## src/rtl/stream_merge.sv

```systemverilog
// stream_merge: twelve 32-bit AXI-Stream-style input lanes, each buffered in
// its own DEPTH-word FIFO, merged onto one wide registered output bus.
//
// Ports
//   clk40            single clock, rising edge
//   rstn             asynchronous active-low reset
//   Snn_AXIS_TDATA   lane nn input word (nn = 00..11)
//   Snn_AXIS_TVALID  lane nn input valid
//   Snn_AXIS_TREADY  lane nn ready, decoded from registered state only
//   lane_mask        bit i enables lane i onto the output bus
//   data_out         lane i word on bits [i*32 +: 32], held when not popped
//   valid_out        bit i qualifies lane i of data_out for one cycle
//   align_stall_cnt  saturating count of aligned-mode stall cycles
//
// Handshake: a lane word moves on a rising edge where TVALID and TREADY are
// both high. TREADY never depends on TVALID; it is low while the lane FIFO
// is full (even if that lane pops in the same cycle) and low until the first
// edge after reset release.
//
// ALIGN = 0: every non-empty lane pops each cycle.
// ALIGN = 1: masked lanes pop together only when all of them are non-empty;
//            unmasked lanes always drain (discarded) one word per cycle.
module stream_merge #(
    parameter int DEPTH = 4,
    parameter int ALIGN = 0
) (
    input  logic         clk40,
    input  logic         rstn,
    input  logic [31:0]  S00_AXIS_TDATA,
    input  logic         S00_AXIS_TVALID,
    output logic         S00_AXIS_TREADY,
    input  logic [31:0]  S01_AXIS_TDATA,
    input  logic         S01_AXIS_TVALID,
    output logic         S01_AXIS_TREADY,
    input  logic [31:0]  S02_AXIS_TDATA,
    input  logic         S02_AXIS_TVALID,
    output logic         S02_AXIS_TREADY,
    input  logic [31:0]  S03_AXIS_TDATA,
    input  logic         S03_AXIS_TVALID,
    output logic         S03_AXIS_TREADY,
    input  logic [31:0]  S04_AXIS_TDATA,
    input  logic         S04_AXIS_TVALID,
    output logic         S04_AXIS_TREADY,
    input  logic [31:0]  S05_AXIS_TDATA,
    input  logic         S05_AXIS_TVALID,
    output logic         S05_AXIS_TREADY,
    input  logic [31:0]  S06_AXIS_TDATA,
    input  logic         S06_AXIS_TVALID,
    output logic         S06_AXIS_TREADY,
    input  logic [31:0]  S07_AXIS_TDATA,
    input  logic         S07_AXIS_TVALID,
    output logic         S07_AXIS_TREADY,
    input  logic [31:0]  S08_AXIS_TDATA,
    input  logic         S08_AXIS_TVALID,
    output logic         S08_AXIS_TREADY,
    input  logic [31:0]  S09_AXIS_TDATA,
    input  logic         S09_AXIS_TVALID,
    output logic         S09_AXIS_TREADY,
    input  logic [31:0]  S10_AXIS_TDATA,
    input  logic         S10_AXIS_TVALID,
    output logic         S10_AXIS_TREADY,
    input  logic [31:0]  S11_AXIS_TDATA,
    input  logic         S11_AXIS_TVALID,
    output logic         S11_AXIS_TREADY,
    input  logic [11:0]  lane_mask,
    output logic [383:0] data_out,
    output logic [11:0]  valid_out,
    output logic [15:0]  align_stall_cnt
);

    localparam int LANES   = 12;
    localparam int AW      = $clog2(DEPTH);
    localparam int CW      = AW + 1;
    localparam bit ALIGNED = (ALIGN != 0);

    logic [31:0]      lane_data  [LANES];
    logic [LANES-1:0] lane_valid;
    logic [LANES-1:0] lane_ready;

    logic [31:0]      mem    [LANES][DEPTH];
    logic [AW-1:0]    wr_ptr [LANES];
    logic [AW-1:0]    rd_ptr [LANES];
    logic [CW-1:0]    count  [LANES];
    logic             ready_en;

    logic [LANES-1:0] not_empty;
    logic [LANES-1:0] masked_ne;
    logic [LANES-1:0] push;
    logic [LANES-1:0] pop;
    logic             all_ready;
    logic             partial;

    // Flatten the per-lane ports into arrays.
    assign lane_data[0]  = S00_AXIS_TDATA;
    assign lane_data[1]  = S01_AXIS_TDATA;
    assign lane_data[2]  = S02_AXIS_TDATA;
    assign lane_data[3]  = S03_AXIS_TDATA;
    assign lane_data[4]  = S04_AXIS_TDATA;
    assign lane_data[5]  = S05_AXIS_TDATA;
    assign lane_data[6]  = S06_AXIS_TDATA;
    assign lane_data[7]  = S07_AXIS_TDATA;
    assign lane_data[8]  = S08_AXIS_TDATA;
    assign lane_data[9]  = S09_AXIS_TDATA;
    assign lane_data[10] = S10_AXIS_TDATA;
    assign lane_data[11] = S11_AXIS_TDATA;

    assign lane_valid = {S11_AXIS_TVALID, S10_AXIS_TVALID, S09_AXIS_TVALID,
                         S08_AXIS_TVALID, S07_AXIS_TVALID, S06_AXIS_TVALID,
                         S05_AXIS_TVALID, S04_AXIS_TVALID, S03_AXIS_TVALID,
                         S02_AXIS_TVALID, S01_AXIS_TVALID, S00_AXIS_TVALID};

    assign S00_AXIS_TREADY = lane_ready[0];
    assign S01_AXIS_TREADY = lane_ready[1];
    assign S02_AXIS_TREADY = lane_ready[2];
    assign S03_AXIS_TREADY = lane_ready[3];
    assign S04_AXIS_TREADY = lane_ready[4];
    assign S05_AXIS_TREADY = lane_ready[5];
    assign S06_AXIS_TREADY = lane_ready[6];
    assign S07_AXIS_TREADY = lane_ready[7];
    assign S08_AXIS_TREADY = lane_ready[8];
    assign S09_AXIS_TREADY = lane_ready[9];
    assign S10_AXIS_TREADY = lane_ready[10];
    assign S11_AXIS_TREADY = lane_ready[11];

    // Ready and emptiness come only from registered count and ready_en, so
    // there is no combinational path from TVALID to TREADY.
    always_comb begin
        not_empty  = '0;
        lane_ready = '0;
        for (int i = 0; i < LANES; i++) begin
            not_empty[i]  = (count[i] != '0);
            lane_ready[i] = ready_en && (count[i] != CW'(DEPTH));
        end
    end

    assign push      = lane_valid & lane_ready;
    assign masked_ne = not_empty & lane_mask;
    // mask == 0 never counts as "all masked lanes ready".
    assign all_ready = (lane_mask != '0) && (masked_ne == lane_mask);
    assign partial   = (masked_ne != '0) && !all_ready;

    always_comb begin
        pop = '0;
        if (ALIGNED) begin
            // Unmasked lanes drain freely; masked lanes move as one group.
            pop = (not_empty & ~lane_mask) | (all_ready ? lane_mask : '0);
        end else begin
            pop = not_empty;
        end
    end

    // FIFO storage carries no reset; reset empties the lanes via pointers.
    always_ff @(posedge clk40) begin
        for (int i = 0; i < LANES; i++) begin
            if (push[i]) begin
                mem[i][wr_ptr[i]] <= lane_data[i];
            end
        end
    end

    always_ff @(posedge clk40 or negedge rstn) begin
        if (!rstn) begin
            ready_en        <= 1'b0;
            data_out        <= '0;
            valid_out       <= '0;
            align_stall_cnt <= '0;
            for (int i = 0; i < LANES; i++) begin
                wr_ptr[i] <= '0;
                rd_ptr[i] <= '0;
                count[i]  <= '0;
            end
        end else begin
            ready_en <= 1'b1;
            for (int i = 0; i < LANES; i++) begin
                if (push[i]) begin
                    wr_ptr[i] <= wr_ptr[i] + AW'(1);
                end
                if (pop[i]) begin
                    rd_ptr[i] <= rd_ptr[i] + AW'(1);
                end
                case ({push[i], pop[i]})
                    2'b10:   count[i] <= count[i] + CW'(1);
                    2'b01:   count[i] <= count[i] - CW'(1);
                    default: count[i] <= count[i];
                endcase
                // Discarded words (unmasked lanes) leave data_out untouched.
                if (pop[i] && lane_mask[i]) begin
                    data_out[i*32 +: 32] <= mem[i][rd_ptr[i]];
                end
                valid_out[i] <= pop[i] && lane_mask[i];
            end
            if (ALIGNED && partial && (align_stall_cnt != 16'hFFFF)) begin
                align_stall_cnt <= align_stall_cnt + 16'd1;
            end
        end
    end

endmodule
```

## config.mk

```make
export PLATFORM = sky130hd
export DESIGN_NAME = stream_merge
export DESIGN_NICKNAME = d
export VERILOG_FILES = /design/src/rtl/stream_merge.sv
export SDC_FILE = /design/constraint.sdc
export NUM_CORES = 2
export LEC_CHECK = 0
export CAP_MARGIN = 5
export CELL_PAD_IN_SITES_DETAIL_PLACEMENT = 1
export CELL_PAD_IN_SITES_GLOBAL_PLACEMENT = 1
export CORE_ASPECT_RATIO = 0.5
export CORE_MARGIN = 2
export CORE_UTILIZATION = 45
export DETAILED_ROUTE_END_ITERATION = 16
export GPL_TIMING_DRIVEN = 1
export HOLD_SLACK_MARGIN = 0.05
export MAX_ROUTING_LAYER = met4
export PLACE_DENSITY_LB_ADDON = 0.1
export SLEW_MARGIN = 20
export SYNTH_ARGS = -nofsm -noshare
export SYNTH_HDL_FRONTEND = slang
export SYNTH_SLANG_ARGS = --single-unit
export TNS_END_PERCENT = 50
```

## constraint.sdc

```tcl
create_clock -name clk40 -period 4.1 [get_ports clk40]
set_input_delay 0.82 -clock clk40 [delete_from_list [all_inputs] [get_ports clk40]]
set_output_delay 0.82 -clock clk40 [all_outputs]
set_load 0.02 [all_outputs]
```

* Word level (Yosys, flattened, before mapping)
Memories as Yosys holds them, arrays and structs flattened.
Index checks and enable logic that the tools add are counted.
W data, S select, Z words.
** Word-level totals
- RAM bits :: 1536
- Input port bits :: 410
- Memories kept :: 1
- Register bits :: 481
** Cells by class
- Order comparisons :: 36
- Bitwise logic cells :: 25
- $add $sub $neg :: 48
- Muxes and demuxes :: 96
- Eq/ne operators :: 36
- Reductions and logical operators :: 60
** Memory list
- mem :: depth 12, bits a word 128, read ports 12, clocked after Yosys merged registers in 0, write ports 12, RTL line 80 : logic [31:0] mem [LANES][DEPTH];
** Operator list (count)
- $mux W128 :: 12
- $mux W32 :: 36
- $bmux W32 S2 :: 12
- $demux W32 S2 :: 12
- $ge A3 B3 Y1 const B :: 24
- $not A2 Y3 :: 24
- $pmux W3 S2 :: 12
- $add A2 B1 Y2 const B :: 24
- $add A3 B1 Y3 const B :: 12
- $logic_and A1 B1 Y1 :: 36
- $lt A3 B1 Y1 const B :: 12
- $ne A3 B3 Y1 const B :: 12
- $reduce_bool A3 Y1 :: 12
- $sub A3 B1 Y3 const B :: 12
- $eq A2 B1 Y1 const B :: 12
- $eq A2 B2 Y1 const B :: 12
- $reduce_bool A2 Y1 :: 12
- $and A12 B12 Y12 :: 1
- $mux W1 :: 12

* Longest topological paths before layout
- Depth in word-level cells :: 6
- Gate-level depth with buffers :: 9
- Depth with buffers taken out :: 9

* Least setup slack after synthesis
No wires, ideal clock.
- Kind :: input-to-reg
- Start point :: input S00_AXIS_TVALID
- End point :: memory mem[0][0] (netlist name), enable pin
- Setup time :: 0.392 ns
- Path buffers :: 0
- Arrival time :: 1.906 ns
- Stages on the path :: 2
- Setup slack :: 1.802 ns
- Cell sequence :: o311a_1 and2_1
** RTL lines
- from (decl) :: RTL line 30 : input logic S00_AXIS_TVALID,
- to (decl) :: RTL line 80

* Final worst setup path
- Start point :: register ready_en
- End point :: output S01_AXIS_TREADY
** Between the ends
- Longest elaborated chain between the ends :: 1
** RTL lines
- from (decl) :: RTL line 84 : logic ready_en;
- from (signal assigned) :: RTL line 163 : ready_en <= 1'b0;
- from (signal assigned) :: RTL line 173 : ready_en <= 1'b1;
- $logic_and A1 B1 Y1 :: RTL line 132 : lane_ready[i] = ready_en && (count[i] != CW'(DEPTH));
- to (decl) :: RTL line 34 : output logic S01_AXIS_TREADY,
Every way passes these cells.

==> out/results.ini <==
[floorplan]
io_pins=834
initial_core_util_pct=45.3
die_h_um=294
num_rows=106
die_x_um=584
core_area_um2=167000
die-area_um2=172000

[drt]
drc=0
drt-total-wl_um=175000
wl_per_cell_um=26.3
via_per_inst=5.23
drt_iter0_markers=1818
drt_first_pass_iters=5
drtAntennaViolNets=0
vias=34736

[clock_network]
cts_resized=0
cts-buffers-inserted=186
cts_setup_buffers=0
cts_root_buffer=clkbuf_16
cts_hold_buffers=1
cts_tree=yes
clk_latency_ps=820
clock_sinks=2017
cts-htree-levels=4
clkTransAtPathRegs_ps=60
clk_path_buf_depth=4

[critical_path]
end_kind=primary output
crit_arrival_ps=2840
cp-start-kind=flop
crit_type=reg2out
cp_data_required_time_ps=3280
cp_max_fo=17

[yosys]
synth_cell_types=29
syn-cell-area_um2=75800
avgSynthCellArea_um2=22.8
ys_ff_latch=2017
ys_warn_count=16
ys_seq_area_share_pct=76.8
synth_cells=3318

[sta]
finalCriticalPeriod_ps=3660
fin_crit_sh_pct=89.2
setup_viol=0
slew_headroom_pct=34.1
fmax_mhz=273
tightest_slew_ps=988
finalSetupTns_ps=0
finClkSkew_ps=39.7
drv_slew=0
rsz0062_at_grt=no
final_hold_viol_count=0

[run_status]
status=completed

[cells_and_area]
drive_gt1_share_pct=26.2
fin_util_pct=55.1
finish.instance_area_um2=92100
nets=4728
area_delta_synth_final_pct=21.6

[global_route]
grt_pass1_vias=38370
grt_max_degree=70
grt-ovfl-total=0
antenna_found_initial=48
grt_pass1_wl_um=258000
grt_usage_pct=21.1

[power_and_ir_drop]
ir_worst_vdd_uv=391
p_per_area_nw_per_um2=722
p_leak_nw=31.8
power_mw=66.6

[placement]
placed_area_um2=86100
dp_hpwl_um=114000
portBuffers=817
place.gp.congestion=0.757

[min_path]
min_path_type=reg2reg

[job]
maxCapViolations=0

[placed cells by master, fill, tap and decap left out, types with 54 or more instances in the layout]
cell type           n
buf_4              57
edfxtp_1         1536
mux2_2            385
clkbuf_16         188
inv_1              78
xnor2_1            54
clkdlybuf4s50_1   816
dfrtp_1           459
mux4_2            367
ha_1               60
[critical path, stage by stage, from the launching register on]
cell and delay, ps:
dfrtp_2 770, buf_4 400, o31a_1 200, clkdlybuf4s50_1 600
[registers in the layout (all words and copies together) (netlist names)]
register	flops
mem	1536
data_out	384
count	36
rd_ptr	24
wr_ptr	24
valid_out	12
ready_en	1
[metrics by stage]
step	instances	hold WS [ps]	setup slack (ps)
floorplan	3333	501	1800
global placement	6271	479	1140
detailed placement	6271	484	1080
CTS	6610	499	306
global route	6644	513	338
finish	6648	493	441
[kinds of logic (layout without fill, tap and decap cells)]
family / Yosys count / after routing / share of synthesized area, %
flops: 2017 / 2017 / 76.8
mux: 789 / 789 / 17.5
buf+inv: 240 / 1303 / 2.29
simple gates: 99 / 99 / 0.946
fa+ha+maj: 72 / 72 / 1.31
xor+xnor: 72 / 72 / 0.832
compound gates: 27 / 27 / 0.317
other cells: 2 / 55 / 0.00991
[final timing paths]
kind                       slack, ps  depth (start not counted)                   endpoint                 startpoint
min in group asynchronous        620                          2   data_out[36]$_DFFE_PN0P_                       rstn
setup reg to reg                1250                          8      count[26]$_DFFE_PN0P_         ready_en$_DFF_PN0_
max in group asynchronous       2430                          4       count[1]$_DFFE_PN0P_                       rstn
hold reg to reg                  490                          1  data_out[130]$_DFFE_PN0P_  data_out[130]$_DFFE_PN0P_
hold / removal                   490                          1  data_out[130]$_DFFE_PN0P_  data_out[130]$_DFFE_PN0P_
setup / recovery                 440                          3            S01_AXIS_TREADY         ready_en$_DFF_PN0_
[synthesized netlist by cell type (all sizes together)]
| library cell | n | area (um2) |
|---|---|---|
| clkbuf | 23 | 86.3 |
| o31a | 12 | 105 |
| nor2 | 12 | 45.0 |
| o21ai | 3 | 15.0 |
| conb | 2 | 7.51 |
| or3 | 12 | 75.1 |
| xnor2 | 54 | 473 |
| nand2 | 27 | 297 |
| fa | 12 | 240 |
| xor2 | 18 | 158 |
| mux4 | 384 | 8710 |
| buf | 139 | 1350 |
| ha | 60 | 751 |
| dfrtp | 481 | 12000 |
| and2 | 48 | 300 |
| edfxtp | 1536 | 46100 |
| mux2i | 3 | 30.0 |
| o311a | 12 | 120 |
| mux2 | 402 | 4560 |
| inv | 78 | 293 |
[final cells by class]
class | count | area [um2]
fillers | 14372 | 75000
flip-flops and latches | 2017 | 58200
multi-input cells | 1076 | 16000
repair buffers | 887 | 8860
clock buffers | 238 | 5010
well taps | 2214 | 2770
clock inverters | 100 | 965
inverters | 78 | 293
diodes | 38 | 95.1
[routing by layer]
metal	up-vias	track usage, %	part of all wire [%]	wire (um)
met1	18644	24.7	38	67300
met5	-	-	0	0
met4	0	7.12	2.8	4880
met2	686	36.8	55	95600
met3	277	3.87	4.1	7260
li1	15129	-	-	-
[where the power goes]
group	internal, mW	switching (mW)	leakage (nW)
sequential	26.3	3.46	19.5
clock	9.69	7.59	2.92
combinational	10.5	9.03	9.31
total	46.5	20.1	31.8
Note: power is estimated with default switching activity, not from simulation.
